### config.mk
export PLATFORM = sky130hd
export DESIGN_NAME = ball_motion
export DESIGN_NICKNAME = d
export VERILOG_FILES = /design/src/rtl/ball_motion.sv
export SDC_FILE = /design/constraint.sdc
export NUM_CORES = 1
export LEC_CHECK = 0
export CAP_MARGIN = 15
export CORE_ASPECT_RATIO = 1.75
export CORE_MARGIN = 2
export CORE_UTILIZATION = 31
export DETAILED_ROUTE_END_ITERATION = 8
export PLACE_DENSITY = 0.48
export SLEW_MARGIN = 20
export SYNTH_ARGS = -nofsm -noshare
export SYNTH_HDL_FRONTEND = slang
export SYNTH_SLANG_ARGS = --single-unit
### constraint.sdc
create_clock -name clk -period 5.7 [get_ports clk]
set_clock_uncertainty 0.1 [all_clocks]
set_input_delay 1.14 -clock clk [delete_from_list [all_inputs] [get_ports clk]]
set_output_delay 1.14 -clock clk [all_outputs]
set_load 0.01 [all_outputs]
### src/rtl/ball_motion.sv
`default_nettype none
`timescale 1ns/1ps
// +----------------------------------------------------------------------------+
// | ball_motion : brick-breaker ball engine (step timing, wall/paddle/brick     |
// |               bounce, brick hit pulse, lost-ball flag)                      |
// | Revision    : 1.0                                                           |
// +----------------------------------------------------------------------------+
module ball_motion #(
    parameter int COORD_W   = 10,
    parameter int SCREEN_W  = 640,
    parameter int SCREEN_H  = 480,
    parameter int BALL_SIZE = 20,
    parameter int BRICK_W   = 58,
    parameter int BRICK_H   = 20,
    parameter int PADDLE_W  = 80,
    parameter int PADDLE_Y  = 440,
    parameter int INIT_X    = 310,
    parameter int INIT_Y    = 300,
    parameter int SPEED     = 1
) (
    input  logic               clk,
    input  logic               rst,
    input  logic               launch,
    input  logic [24:0]        delay_done,
    input  logic [COORD_W-1:0] paddle_x,
    input  logic [COORD_W-1:0] brick_x,
    input  logic [COORD_W-1:0] brick_y,
    input  logic               brick_exist,
    output logic [COORD_W-1:0] ball_x,
    output logic [COORD_W-1:0] ball_y,
    output logic               dir_x,
    output logic               dir_y,
    output logic               hit_brick,
    output logic               ball_lost
);

    typedef logic [COORD_W-1:0] coord_t;
    typedef logic [COORD_W:0]   wide_t;

    typedef enum logic [2:0] {
        S_IDLE  = 3'd0,
        S_WAIT  = 3'd1,
        S_CHECK = 3'd2,
        S_MOVE  = 3'd3,
        S_LOST  = 3'd4
    } state_t;

    localparam coord_t c_step       = coord_t'(SPEED);
    localparam coord_t c_init_x     = coord_t'(INIT_X);
    localparam coord_t c_init_y     = coord_t'(INIT_Y);
    localparam wide_t  c_ball       = wide_t'(BALL_SIZE);
    localparam wide_t  c_speed      = wide_t'(SPEED);
    localparam wide_t  c_screen_w   = wide_t'(SCREEN_W);
    localparam wide_t  c_screen_h   = wide_t'(SCREEN_H);
    localparam wide_t  c_brick_w_m1 = wide_t'(BRICK_W - 1);
    localparam wide_t  c_brick_h_m1 = wide_t'(BRICK_H - 1);
    localparam wide_t  c_paddle_wm1 = wide_t'(PADDLE_W - 1);
    localparam wide_t  c_paddle_y   = wide_t'(PADDLE_Y);

    state_t      r_state;
    state_t      w_state_nxt;
    logic [24:0] r_cnt;
    logic [24:0] w_cnt_nxt;
    logic        r_in_brick;
    logic        w_in_brick_nxt;
    coord_t      w_x_nxt;
    coord_t      w_y_nxt;
    logic        w_dir_x_nxt;
    logic        w_dir_y_nxt;
    logic        w_hit_nxt;
    logic        w_lost_nxt;

    // One extra bit so edge sums never wrap before comparison.
    wide_t w_bx;
    wide_t w_by;
    wide_t w_px;
    wide_t w_kx;
    wide_t w_ky;

    logic w_brick_ov;
    logic w_paddle_ov;
    logic w_hit_right;
    logic w_hit_left;
    logic w_fall;
    logic w_top;

    assign w_bx = {1'b0, ball_x};
    assign w_by = {1'b0, ball_y};
    assign w_px = {1'b0, paddle_x};
    assign w_kx = {1'b0, brick_x};
    assign w_ky = {1'b0, brick_y};

    assign w_brick_ov  = brick_exist
                       && (w_bx <= w_kx + c_brick_w_m1)
                       && (w_bx + c_ball >= w_kx)
                       && (w_by <= w_ky + c_brick_h_m1)
                       && (w_by + c_ball >= w_ky);

    assign w_paddle_ov = dir_y
                       && (w_by < c_paddle_y)
                       && (w_by + c_ball >= c_paddle_y)
                       && (w_bx + c_ball >= w_px)
                       && (w_bx <= w_px + c_paddle_wm1);

    assign w_hit_right = dir_x  && (w_bx + c_ball + c_speed > c_screen_w);
    assign w_hit_left  = !dir_x && (w_bx < c_speed);
    assign w_fall      = dir_y  && (w_by + c_ball + c_speed > c_screen_h);
    assign w_top       = !dir_y && (w_by < c_speed);

    always_ff @(posedge clk or posedge rst) begin
        if (rst) begin
            r_state    <= S_IDLE;
            r_cnt      <= '0;
            r_in_brick <= 1'b0;
            ball_x     <= c_init_x;
            ball_y     <= c_init_y;
            dir_x      <= 1'b1;
            dir_y      <= 1'b0;
            hit_brick  <= 1'b0;
            ball_lost  <= 1'b0;
        end else begin
            r_state    <= w_state_nxt;
            r_cnt      <= w_cnt_nxt;
            r_in_brick <= w_in_brick_nxt;
            ball_x     <= w_x_nxt;
            ball_y     <= w_y_nxt;
            dir_x      <= w_dir_x_nxt;
            dir_y      <= w_dir_y_nxt;
            hit_brick  <= w_hit_nxt;
            ball_lost  <= w_lost_nxt;
        end
    end

    always_comb begin
        w_state_nxt    = r_state;
        w_cnt_nxt      = r_cnt;
        w_in_brick_nxt = r_in_brick;
        w_x_nxt        = ball_x;
        w_y_nxt        = ball_y;
        w_dir_x_nxt    = dir_x;
        w_dir_y_nxt    = dir_y;
        w_hit_nxt      = 1'b0;
        w_lost_nxt     = ball_lost;

        case (r_state)
            S_IDLE: begin
                if (launch) begin
                    w_state_nxt = S_WAIT;
                end
            end
            S_WAIT: begin
                if (r_cnt >= delay_done) begin
                    w_cnt_nxt   = '0;
                    w_state_nxt = S_CHECK;
                end else begin
                    w_cnt_nxt = r_cnt + 25'd1;
                end
            end
            S_CHECK: begin
                w_state_nxt    = S_MOVE;
                w_in_brick_nxt = w_brick_ov ? r_in_brick : 1'b0;
                if (w_hit_right) begin
                    w_dir_x_nxt = 1'b0;
                end else if (w_hit_left) begin
                    w_dir_x_nxt = 1'b1;
                end
                // Paddle wins over the floor; a lost ball keeps its last motion.
                if (w_paddle_ov) begin
                    w_dir_y_nxt = 1'b0;
                end else if (w_fall) begin
                    w_state_nxt = S_LOST;
                    w_lost_nxt  = 1'b1;
                    w_dir_x_nxt = dir_x;
                end else if (w_brick_ov && !r_in_brick) begin
                    w_dir_y_nxt    = ~dir_y;
                    w_hit_nxt      = 1'b1;
                    w_in_brick_nxt = 1'b1;
                end else if (w_top) begin
                    w_dir_y_nxt = 1'b1;
                end
            end
            S_MOVE: begin
                w_state_nxt = S_WAIT;
                w_x_nxt     = dir_x ? ball_x + c_step : ball_x - c_step;
                w_y_nxt     = dir_y ? ball_y + c_step : ball_y - c_step;
            end
            S_LOST: begin
                if (launch) begin
                    w_state_nxt = S_IDLE;
                    w_x_nxt     = c_init_x;
                    w_y_nxt     = c_init_y;
                    w_dir_x_nxt = 1'b1;
                    w_dir_y_nxt = 1'b0;
                    w_lost_nxt  = 1'b0;
                end
            end
            default: begin
                w_state_nxt = S_IDLE;
            end
        endcase
    end

endmodule
`default_nettype wire

* Yosys cells after proc, flatten, opt, wreduce, memory -nomap -nowiden
Index checks and enable logic that the tools add are counted. W data, S select, Z words.
Cells by class: eq/ne operators 11, reductions and logical operators 24, $add $sub $neg 12, bitwise logic cells 1, muxes and demuxes 36, magnitude comparators 13
Operators with widths (count):
- $mux W10 | 4
- $pmux W10 S2 | 2
- $add A10 B5 Y11 const B | 3
- $ge A11 B10 Y1 | 3
- $le A10 B11 Y1 | 3
- $add A25 B1 Y25 const B | 1
- $ge A25 B25 Y1 | 1
- $mux W25 | 1
- $add A11 B1 Y11 const B | 2
- $add A10 B1 Y10 const B | 2
- $lt A10 B1 Y1 const B | 2
- $mux W1 | 20
- $sub A10 B1 Y10 const B | 2
- $mux W3 | 5
- $pmux W3 S5 | 1
- $logic_and A1 B1 Y1 | 13
- $add A10 B6 Y11 const B | 1
- $add A10 B7 Y11 const B | 1
- $ge A11 B9 Y1 const B | 1
- $gt A11 B10 Y1 const B | 1
- $gt A11 B9 Y1 const B | 1
- $lt A10 B9 Y1 const B | 1
- $ne A2 B2 Y1 const B | 5
- $reduce_and A4 Y1 | 2
- 12 further kinds | 19
Storage, ports and cells: logic and storage cells 106, output and inout bits 24, register bits after elaboration 53, input port bits 59

* Longest topological paths before layout
Gate-level depths: netlist of the first run.
depth in word-level cells 11, depth in mapped cells 15, gate-level depth less buffers 15

* Worst setup path after synthesis of the first run
Ideal clock, no wire load.
path type in2reg, start point in brick_y[0], end point reg dir_y, stages 14, setup slack 1850 ps, data arrival time 3624 ps, setup time 126 ps, path buffers 0, cell sequence inv_1 -> ha_1 -> or3_1 -> nand2_1 -> nand4_1 -> xnor2_1 -> ha_1 -> a22o_1 -> nor4_1 -> o221ai_1 -> a221o_1 -> nor3_1 -> a221oi_1 -> a2bb2oi_1
Between the ends: word-level cells in the longest chain between the ends 9, elaborated cells on any way between the ends 12, classes of those cells add/sub (1); order compare (2); eq/ne (1); mux (4); reduce/logical (4)
RTL lines:
- from (decl) | RTL line 27 | input logic [COORD_W-1:0] brick_y,
- $add A10 B5 Y11 | RTL line 96 | && (w_by <= w_ky + c_brick_h_m1)
- $le A10 B11 Y1 | RTL line 96
- $logic_and A1 B1 Y1 | RTL line 96
- $logic_and A1 B1 Y1 * | RTL line 97 | && (w_by + c_ball >= w_ky);
- $logic_and A1 B1 Y1 * | RTL line 174 | end else if (w_brick_ov && !r_in_brick) begin
- $mux W1 | RTL line 174
- $mux W1 | RTL line 170 | end else if (w_fall) begin
- $mux W1 | RTL line 168 | if (w_paddle_ov) begin
- $pmux W1 S2 | RTL line 145 | case (r_state)
- to (signal assigned) | RTL line 128 | dir_y <= w_dir_y_nxt;
- to (decl) | RTL line 32 | output logic dir_y,
Mark *: on every way between the ends. The rest lies on a longest branch, timed or not. The select of a mux whose other input is x is not followed. A chain may end at the register's enable or synchronous reset.

* Final worst setup path of the first run
start point in paddle_x[0], end point reg dir_y
Between the ends: word-level cells in the longest chain between the ends 5, elaborated cells on any way between the ends 10, classes of those cells add/sub (1); order compare (2); eq/ne (2); mux (2); reduce/logical (3)
RTL lines:
- from (decl) | RTL line 25 | input logic [COORD_W-1:0] paddle_x,
- $add A10 B7 Y11 or $ge A11 B10 Y1 (tied branches) | RTL line 103, 102
- $le A10 B11 Y1 or $logic_and A1 B1 Y1 (tied branches) | RTL line 103, 102
- $logic_and A1 B1 Y1 * | RTL line 103 | && (w_bx <= w_px + c_paddle_wm1);
- $ne A4 B4 Y1 (no source line) (tied with other cells)
- $reduce_and A4 Y1 (no source line) or $pmux W1 S2 (tied branches)
Mark *: on every way between the ends. The rest lies on a longest branch, timed or not.

==> results of run 1 <==
[routing by layer]
layer | routed length [um] | share of wire | vias to the layer above
met2 | 9898 | 0.54 | 131
met5 | 0 | 0 | -
met4 | 687 | 0.038 | 0
met1 | 6973 | 0.38 | 2768
li1 | - | - | 2857
met3 | 673 | 0.037 | 39
[worst paths after layout]
kind                               to   startpoint  cells after the start  slack, ns
max                             dir_y  paddle_x[0]                     15       1.14
min                        r_in_brick   r_in_brick                      1       0.41
max reg2reg                     dir_y    ball_x[2]                     12       1.90
min reg2reg                r_in_brick   r_in_brick                      1       0.41
max in group asynchronous   ball_x[4]          rst                      3       3.63
min in group asynchronous   ball_y[1]          rst                      2       1.01
[registers in the layout (all words and copies together) (netlist names)]
register and cells:
hit_brick 1, ball_lost 1, dir_y 1, dir_x 1, r_in_brick 1, ball_x 10
r_state 3, ball_y 10, r_cnt 25
[synthesized netlist by cell type, drive strengths merged, types with 24 or more instances]
cell / instances
nor2: 48
inv: 79
a31oi: 25
ha: 100
nand2: 43
dfrtp: 43
a21oi: 46
xnor2: 41
nand3: 25
nor3: 24
nand4: 26
o21ai: 37
[per-stage QoR]
step	instances	hold WS, ns	power [uW]	utilization	instance area, um^2
2_1_floorplan	749	0.3543	2006	-	6107
3_3_place_gp	1049	0.3768	2607	0.3705	7143
3_5_place_dp	1049	0.3946	2657	0.3705	7143
4_1_cts	1057	0.4118	3014	0.3788	7305
5_1_grt	1057	0.4420	3272	0.3788	7305
6_report	1057	0.4079	2985	0.3788	7305
[kinds of logic after synthesis]
kind of cell    Yosys count  synth area share
compound gates          192            0.2123
xor+xnor                 59           0.08707
fa+ha+maj               100            0.2049
buf+inv                 106           0.06802
flops                    53            0.2192
mux                       3          0.005736
simple gates            236            0.2028
[critical path, stage by stage]
cell	delay [ns]
clkdlybuf4s50_1	0.51
inv_1	0.09
ha_1	0.24
a211oi_1	0.44
o21ai_0	0.17
xnor2_1	0.16
ha_1	0.30
nand4_1	0.09
nor2_1	0.14
a211oi_1	0.10
a211oi_1	0.54
nor4_4	0.10
or3_1	0.41
o21ai_0	0.10
a2bb2oi_1	0.16
[where the power goes]
group / switching, uW / leakage [uW] / internal, uW / total, uW
Sequential: 312 / 0.000664 / 501 / 813
Combinational: 1010 / 0.00263 / 819 / 1830
Clock: 154 / 0.0000805 / 189 / 343
[layout make-up]
cell class / count / area, um^2 / share of cell area
Clock buffer: 7 / 152.6 / 0.02090
Clock inverter: 1 / 8.758 / 0.001199
Inverter: 79 / 296.5 / 0.04060
Multi-Input combinational cell: 590 / 4355 / 0.5963
Sequential cell: 53 / 1339 / 0.1833
Tap cell: 241 / 301.5 / 0.04128
Timing Repair Buffer: 86 / 850.8 / 0.1165
==> reports/metrics.yaml, run 1 <==
sta:
  tns_ns: 0
  final_max_slew_viol_count: 0
  min_period_ns: 4.558
  fin_ws_ns: 1.142
  clock.fmax_mhz: 219.4
  finalSetupViolCount: 0
  period_share: 0.7997
  worst_pin_slew_ns: 0.8530
  maxSlewHeadroom: 0.4261
  grt_setup_unrepaired: "false"
  hold_viol_final: 0
placed_design:
  port_buffers: 82
  hpwl_um: 14610
  dpl_worst_slack_ns: 0.8263
  place_congestion: 0.9276
drt:
  drc: 0
  first_pass_iters: 4
  route.detailed.wl_per_inst_um: 17.25
  antenna_left: 0
  drt_wl_total_um: 18230
  drt_first_iter_violations: 196
  vias_per_cell: 5.482
  num_vias: 5795
clocking:
  htreeDepth: 2
  clock-sinks: 53
  cts_setup_buffers: 0
  hold_buffers: 0
  post_cts_resized: 0
  clk_pin_slew_ns: 0.08
  clk-insertion-delay-late_ns: 0.30
  cts_tree: "built"
  cts_made_buffers: 5
  max-clock-path-buffers: 2
  ctsRootBufferMaster: "clkbuf_16"
grt:
  use_met1: 0.1884
  gr-total-overflow: 0
  grt_pass1_vias: 6017
  antenna_found_initial: 0
  grt_use_met3: 0.01850
  grt_usage: 0.1785
  grt_pass1_wl_um: 29400
  use_met2: 0.3440
  grt_max_degree: 41
  grt.busiest_layer: "met2"
worst_hold_path:
  hp-class: "reg2reg"
synthesis:
  netlist_top_cells_area: "ha_1 20%, dfrtp_1 18%, xnor2_1 5.9%, inv_1 4.9%, dfstp_2 4.3%"
  yosys_most_used_dff: "dfrtp_1"
  netlist_instances: 749
  synth_seq_cells: 53
  yosysTopAreaCell: "ha_1"
  yosys.area.top_type_share: 0.2049
  seq_area_frac_synth: 0.2192
  postSynthAreaPerCell_um2: 8.154
  synthDistinctLibCells: 67
  synth_nets: 908
  synth_edf_count: 0
  synth_async_sr_flop_share: 1.000
  ys_warn_count: 0
  syn-cell-area_mm2: 0.006107
setup_path:
  critPathCaptureType: "flip-flop"
  critPathKind: "in2reg"
  arrival_ns: 4.69
  crit_fanout: 5
  required_ns: 5.83
  start_kind: "input port"
final_layout:
  fill_cells: 2008
  antenna_cells: 0
  syn_to_final_growth_pct: 19.61
  drive_gt1_frac: 0.04412
  layout_common_cells: "100 x ha_1, 82 x clkdlybuf4s50_1, 78 x inv_1"
  fin_nets: 974
  layout_commonest_cell: "ha_1"
die:
  ios: 83
  fp.dieW_um: 110.1
  dieArea_mm2: 0.02088
  num_rows: 67
  fp.coreArea_mm2: 0.01928
  dieHeight_um: 189.7
  start_util: 0.3167
status:
  status: "completed"
power:
  peakVddDrop_mv: 0.1443
  cellLeakagePower_uw: 0.003372
  p_per_area_mw_per_mm2: 408.6
flow_run:
  maxCapViolCount: 0
(Power assumes the default switching activity.)
==> inputs of run 2 (changes only) <==
clock period = 4.6 ns   (was 5.7 ns; I/O delays follow)
==> run 2 against run 1 <==
Effect of this change: via count grew 0.41%; clock-buffer cell count is the same; register-to-register slack lost 1.1 ns; power grew 25%; critical path depth is the same; cell count grew 0.38%; largest power group unchanged; critical path type unchanged; critical endpoint unchanged; utilization grew 0.22 points; non-clock buffer count grew 4; sequential power grew 22%; largest cell class unchanged.
==> reports/metrics.yaml, run 2 (synthesized netlist as in run 1, its figures left out) <==
drt:
  drt_wl_total_um: 18110  # -0.68%
  route.detailed.wl_per_inst_um: 17.07  # -1.1%
  drc: 0  # unchanged
  vias_per_cell: 5.484  # about the same
  drt_first_iter_violations: 229  # +17%
  num_vias: 5819  # +0.41%
  first_pass_iters: 5  # +1
  antenna_left: 0  # unchanged
sta:
  grt_setup_unrepaired: "false"
  clock.fmax_mhz: 237.7
  worst_pin_slew_ns: 0.9396  # +0.08653 ns
  min_period_ns: 4.208
  period_share: 0.9147
  final_max_slew_viol_count: 0  # unchanged
  tns_ns: 0  # unchanged
  hold_viol_final: 0  # unchanged
  finalSetupViolCount: 0  # unchanged
  maxSlewHeadroom: 0.3679  # -0.05822
grt:
  antenna_found_initial: 0  # unchanged
  grt_max_degree: 34  # -17%
  gr-total-overflow: 0  # unchanged
  grt_usage: 0.1783  # about the same
  grt_pass1_vias: 6035  # +0.30%
  grt_pass1_wl_um: 29410  # about the same
power:
  p_per_area_mw_per_mm2: 507.1  # +24%
  peakVddDrop_mv: 0.1662  # +15%
  cellLeakagePower_uw: 0.003395  # +0.69%
setup_path:
  cp_slowest_cell: "clkdlybuf4s50_1"
  critPathCaptureType: "flip-flop"
  crit_chain: "clkdlybuf4s50_1 > inv_1 > ha_1 > or3_1 > nand2_1 > nand4_1 > xnor2_1 > ha_1 > a22o_1 > nor4_1 > o221ai_1 > a221o_1 > nor3_1 > a221oi_1 > a2bb2oi_1"
  path_buf_inv: 2  # unchanged
  arrival_ns: 4.29  # -0.40 ns
  required_ns: 4.68  # -1.15 ns
  cpLargestDelayFamily: "simple AND/OR/NAND/NOR gates"
  max_stage_delay_ns: 0.50  # -0.04 ns
  crit_fanout: 3  # -2
  crit_top_cell: "ha_1"
  critPathKind: "in2reg"
  start_kind: "input port"
clocking:
  cts_setup_buffers: 0  # unchanged
  clk_pin_slew_ns: 0.07  # about the same
  cts_made_buffers: 5  # unchanged
  max-clock-path-buffers: 2  # unchanged
  clock-sinks: 53  # unchanged
  cts_tree: "built"
  hold_buffers: 0  # unchanged
  ctsRootBufferMaster: "clkbuf_16"
  htreeDepth: 2  # unchanged
  clk-insertion-delay-late_ns: 0.30  # about the same
  post_cts_resized: 0  # unchanged
flow_run:
  maxCapViolCount: 0  # unchanged
die:
  fp.coreArea_mm2: 0.01928  # unchanged
  start_util: 0.3167  # unchanged
  ios: 83  # unchanged
  dieArea_mm2: 0.02088  # unchanged
  num_rows: 67  # unchanged
  fp.dieW_um: 110.1  # unchanged
  dieHeight_um: 189.7  # unchanged
final_layout:
  fin_nets: 978  # +0.41%
  syn_to_final_growth_pct: 20.30
  layout_commonest_cell: "ha_1"
  regArea_mm2: 0.001339  # unchanged
  layout_common_cells: "100 x ha_1, 82 x clkdlybuf4s50_1, 78 x inv_1"
  drive_gt1_frac: 0.04878  # +0.004663
  fill_cells: 2044  # +1.8%
  largest_register: "r_cnt"
  post-route-util: 0.3811  # +0.002206
  antenna_cells: 0  # unchanged
  largest_reg_flops: 25  # unchanged
  multi_input_area_mm2: 0.004355  # unchanged
  top_regs: "r_cnt (25), ball_x (10), ball_y (10)"
placed_design:
  port_buffers: 82  # unchanged
  hpwl_um: 14580  # -0.19%
  place_congestion: 0.9041  # -2.5%
status:
  status: "completed"
worst_hold_path:
  hp-class: "reg2reg"
## run 2: worst paths after layout
path / startpoint / endpoint / slack, ns / cells past startpoint
max in group asynchronous: rst / ball_x[8] / 2.60 / 3
min in group asynchronous: rst / r_cnt[8] / 0.96 / 2
worst min-delay path: r_cnt[24] / r_cnt[24] / 0.40 / 1
worst min register to register: r_cnt[24] / r_cnt[24] / 0.40 / 1
worst max register to register: ball_x[3] / dir_y / 0.80 / 12
worst max-delay path: brick_y[0] / dir_y / 0.39 / 15
## run 2: report_power, final
group          switching (uW)  total (uW)  internal, uW
clock                     185         419           234
sequential                372         994           622
combinational            1270        2310          1050
total                    1820        3730          1900
## run 2: routing by layer
layer,part of all wire,vias up,GRT usage
li1,-,2867,-
met1,0.39,2781,0.1890
met2,0.54,134,0.3443
met3,0.034,37,0.01644
met4,0.037,0,0.07692
met5,0,-,0
## run 2: through the flow
step                power, uW  setup slack [ns]  instance area (um^2)  std cells  hold slack (ns)
global placement         3262            0.1668                  7186       1053           0.3784
floorplan                2485            0.9696                  6107        749           0.3543
CTS                      3767            0.3779                  7347       1061           0.3966
global route             4100           0.03495                  7347       1061           0.4226
finish                   3725            0.3923                  7347       1061           0.3985
detailed placement       3320           0.06531                  7186       1053           0.3858
## run 2: final cells by class
type	count	area share
multi-input combinational	590	0.5928
sequential	53	0.1822
timing repair buffer	90	0.1216
tap	241	0.04104
inverter	79	0.04036
clock buffer	7	0.02078
clock inverter	1	0.001192
==> inputs of run 3 (changes only) <==
clock period = 4.4 ns   (was 4.6 ns; I/O delays follow)
==> run 3 against run 2 <==
Effect of this change: sequential power is 5% higher; worst hold slack better by 0.023 ns; flip-flop and latch count stayed put; non-clock buffer count is 7 higher; via count is 0.36% higher; global-route usage is 0.46 points lower; critical path depth stayed put; clock-buffer cell count is 2 lower; cell count is 0.66% higher; setup slack worse by 0.10 ns; largest cell class unchanged; highest routed layer unchanged.
==> reports/metrics.yaml, run 3 (synthesized netlist as in run 1, its figures left out) <==
power:
  p_per_area_mw_per_mm2: 524.5  # +3.4%
  cellLeakagePower_uw: 0.003420  # +0.75%
  peakVddDrop_mv: 0.2069  # +24%
  power_uw: 3873  # +3.9%
setup_path:
  crit_top_cell: "ha_1"
  critPathKind: "in2reg"
  crit_chain: "clkdlybuf4s50_1 > inv_1 > ha_1 > or3_1 > nand2_1 > nand4_1 > xnor2_1 > ha_1 > a22o_1 > nor4_1 > o221ai_1 > a221o_1 > nor3_4 > a221oi_1 > a2bb2oi_1"
  start_kind: "input port"
  cp_slowest_cell: "clkdlybuf4s50_1"
  required_ns: 4.49  # -0.19 ns
  path_buf_inv: 2  # unchanged
  cp.depth: 15  # unchanged
  reg2reg_setup_slack_ns: 0.57  # -0.23 ns
  crit_fanout: 3  # unchanged
  r2r-start: "ball_x[3]"
  arrival_ns: 4.20  # -0.09 ns
  max_stage_delay_ns: 0.47  # -0.03 ns
  critPathCaptureType: "flip-flop"
  cpLargestDelayFamily: "simple AND/OR/NAND/NOR gates"
  reg2reg_depth: 12  # unchanged
  r2r-end: "dir_y"
drt:
  route.detailed.wl_per_inst_um: 16.93  # -0.78%
  drt_wl_total_um: 18090  # -0.13%
  first_pass_iters: 5  # unchanged
  vias_per_cell: 5.468  # -0.30%
  drt_first_iter_violations: 245  # +7.0%
  antenna_left: 0  # unchanged
  drc: 0  # unchanged
  num_vias: 5840  # +0.36%
final_layout:
  layout_common_cells: "100 x ha_1, 82 x clkdlybuf4s50_1, 78 x inv_1"
  antenna_cells: 0  # unchanged
  drive_gt1_frac: 0.05804  # +0.009261
  regArea_mm2: 0.001339  # unchanged
  fin_nets: 985  # +0.72%
  syn_to_final_growth_pct: 20.90
  post-route-util: 0.3829  # +0.001882
  multi_input_area_mm2: 0.004367  # +0.26%
  largest_reg_flops: 25  # unchanged
  largest_register: "r_cnt"
  layout_commonest_cell: "ha_1"
  top_regs: "r_cnt (25), ball_x (10), ball_y (10)"
  fill_cells: 2021  # -1.1%
  design_area_mm2: 0.007383  # +0.49%
status:
  status: "completed"
clocking:
  max-clock-path-buffers: 2  # unchanged
  cts_tree: "built"
  ctsRootBufferMaster: "clkbuf_16"
  clock-sinks: 53  # unchanged
  clk_pin_slew_ns: 0.08  # about the same
  cts_setup_buffers: 0  # unchanged
  clk-insertion-delay-late_ns: 0.30  # about the same
  htreeDepth: 2  # unchanged
  cts_made_buffers: 5  # unchanged
grt:
  grt_pass1_vias: 5940  # -1.6%
  gr-total-overflow: 0  # unchanged
  antenna_found_initial: 0  # unchanged
  grt_max_degree: 38  # +12%
  grt_usage: 0.1738  # -0.004585
  grt_pass1_wl_um: 28770  # -2.2%
sta:
  grt_setup_unrepaired: "false"
  final_max_slew_viol_count: 0  # unchanged
  period_share: 0.9343
  finalSetupViolCount: 0  # unchanged
  min_period_ns: 4.111
  worst_pin_slew_ns: 0.9018  # -0.03778 ns
  clock.fmax_mhz: 243.2
  fin_ws_ns: 0.2890  # -0.1033 ns
  maxSlewHeadroom: 0.3933  # +0.02542
  hold_viol_final: 0  # unchanged
die:
  start_util: 0.3167  # unchanged
  dieHeight_um: 189.7  # unchanged
  num_rows: 67  # unchanged
  fp.dieW_um: 110.1  # unchanged
  fp.coreArea_mm2: 0.01928  # unchanged
  dieArea_mm2: 0.02088  # unchanged
  ios: 83  # unchanged
placed_design:
  place_area_mm2: 0.007226  # +0.56%
  hpwl_um: 14470  # -0.77%
  dpl_worst_slack_ns: -0.07887  # -0.1442 ns
  port_buffers: 82  # unchanged
  place_congestion: 0.8581  # -5.1%
worst_hold_path:
  hp-class: "reg2reg"
  min_from: "r_cnt[24]"
  whs_path_depth: 1  # unchanged
  whs_endpoint: "r_cnt[24]"
flow_run:
  maxCapViolCount: 0  # unchanged
-- run 3: cell types whose count changed in the layout (fill, tap and decap cells not counted) --
cell,previous run,this run
clkbuf_8,2,0
clkinv_2,0,1
clkinvlp_4,0,1
buf_4,7,15
nor3_4,0,1
nor3_1,24,23
buf_12,1,0
-- run 3: metal layers --
layer,wire [um],up-vias,global-route usage
met1,7104,2799,0.1869
met3,544,37,0.01507
met2,9800,132,0.3346
met4,635,0,0.07163
met5,0,-,0
li1,-,2872,-
-- run 3: worst max-delay path by stage --
stage               startpoint    end  slack, ns
global route        brick_y[0]  dir_y      0.009
floorplan           brick_y[0]  dir_y       0.81
finish              brick_y[0]  dir_y       0.29
CTS                 brick_y[0]  dir_y       0.22
detailed placement  brick_y[0]  dir_y      -0.08
global placement    brick_y[0]  dir_y       0.03
-- run 3: area by class of cell --
cell class | count | area share
Clock inverter | 3 | 0.002881
Tap cell | 241 | 0.04084
Inverter | 79 | 0.04016
Multi-Input combinational cell | 590 | 0.5914
Clock buffer | 5 | 0.01695
Sequential cell | 53 | 0.1813
Timing Repair Buffer | 97 | 0.1264
-- run 3: metrics by stage --
| stage | instances | TNS [ns] | hold slack (ns) |
|---|---|---|---|
| floorplan | 749 | 0 | 0.3543 |
| global placement | 1060 | 0 | 0.3775 |
| detailed placement | 1060 | -0.07887 | 0.3975 |
| CTS | 1068 | 0 | 0.4154 |
| global route | 1068 | 0 | 0.4604 |
| finish | 1068 | 0 | 0.4214 |
-- run 3: where the power goes --
group | internal [uW] | switching, uW
clock | 213 | 197
sequential | 649 | 391
combinational | 1100 | 1330
-- run 3: worst register-to-register path, stage by stage (launching register included) --
cell	delay [ns]
dfrtp_1	0.66
ha_1	0.41
o21ai_0	0.14
xnor2_1	0.44
ha_1	0.35
nand3_1	0.12
o211ai_1	0.11
o221a_2	0.25
nor3_1	0.36
nor4_4	0.12
or3_1	0.41
o21ai_0	0.10
a2bb2oi_1	0.17
-- run 3: timing repair --
item / 4_1_cts / 5_1_grt
hold buffers: 0 / 0
endpoints found under the setup margin: 0 / 1
resized for setup: 0 / 2
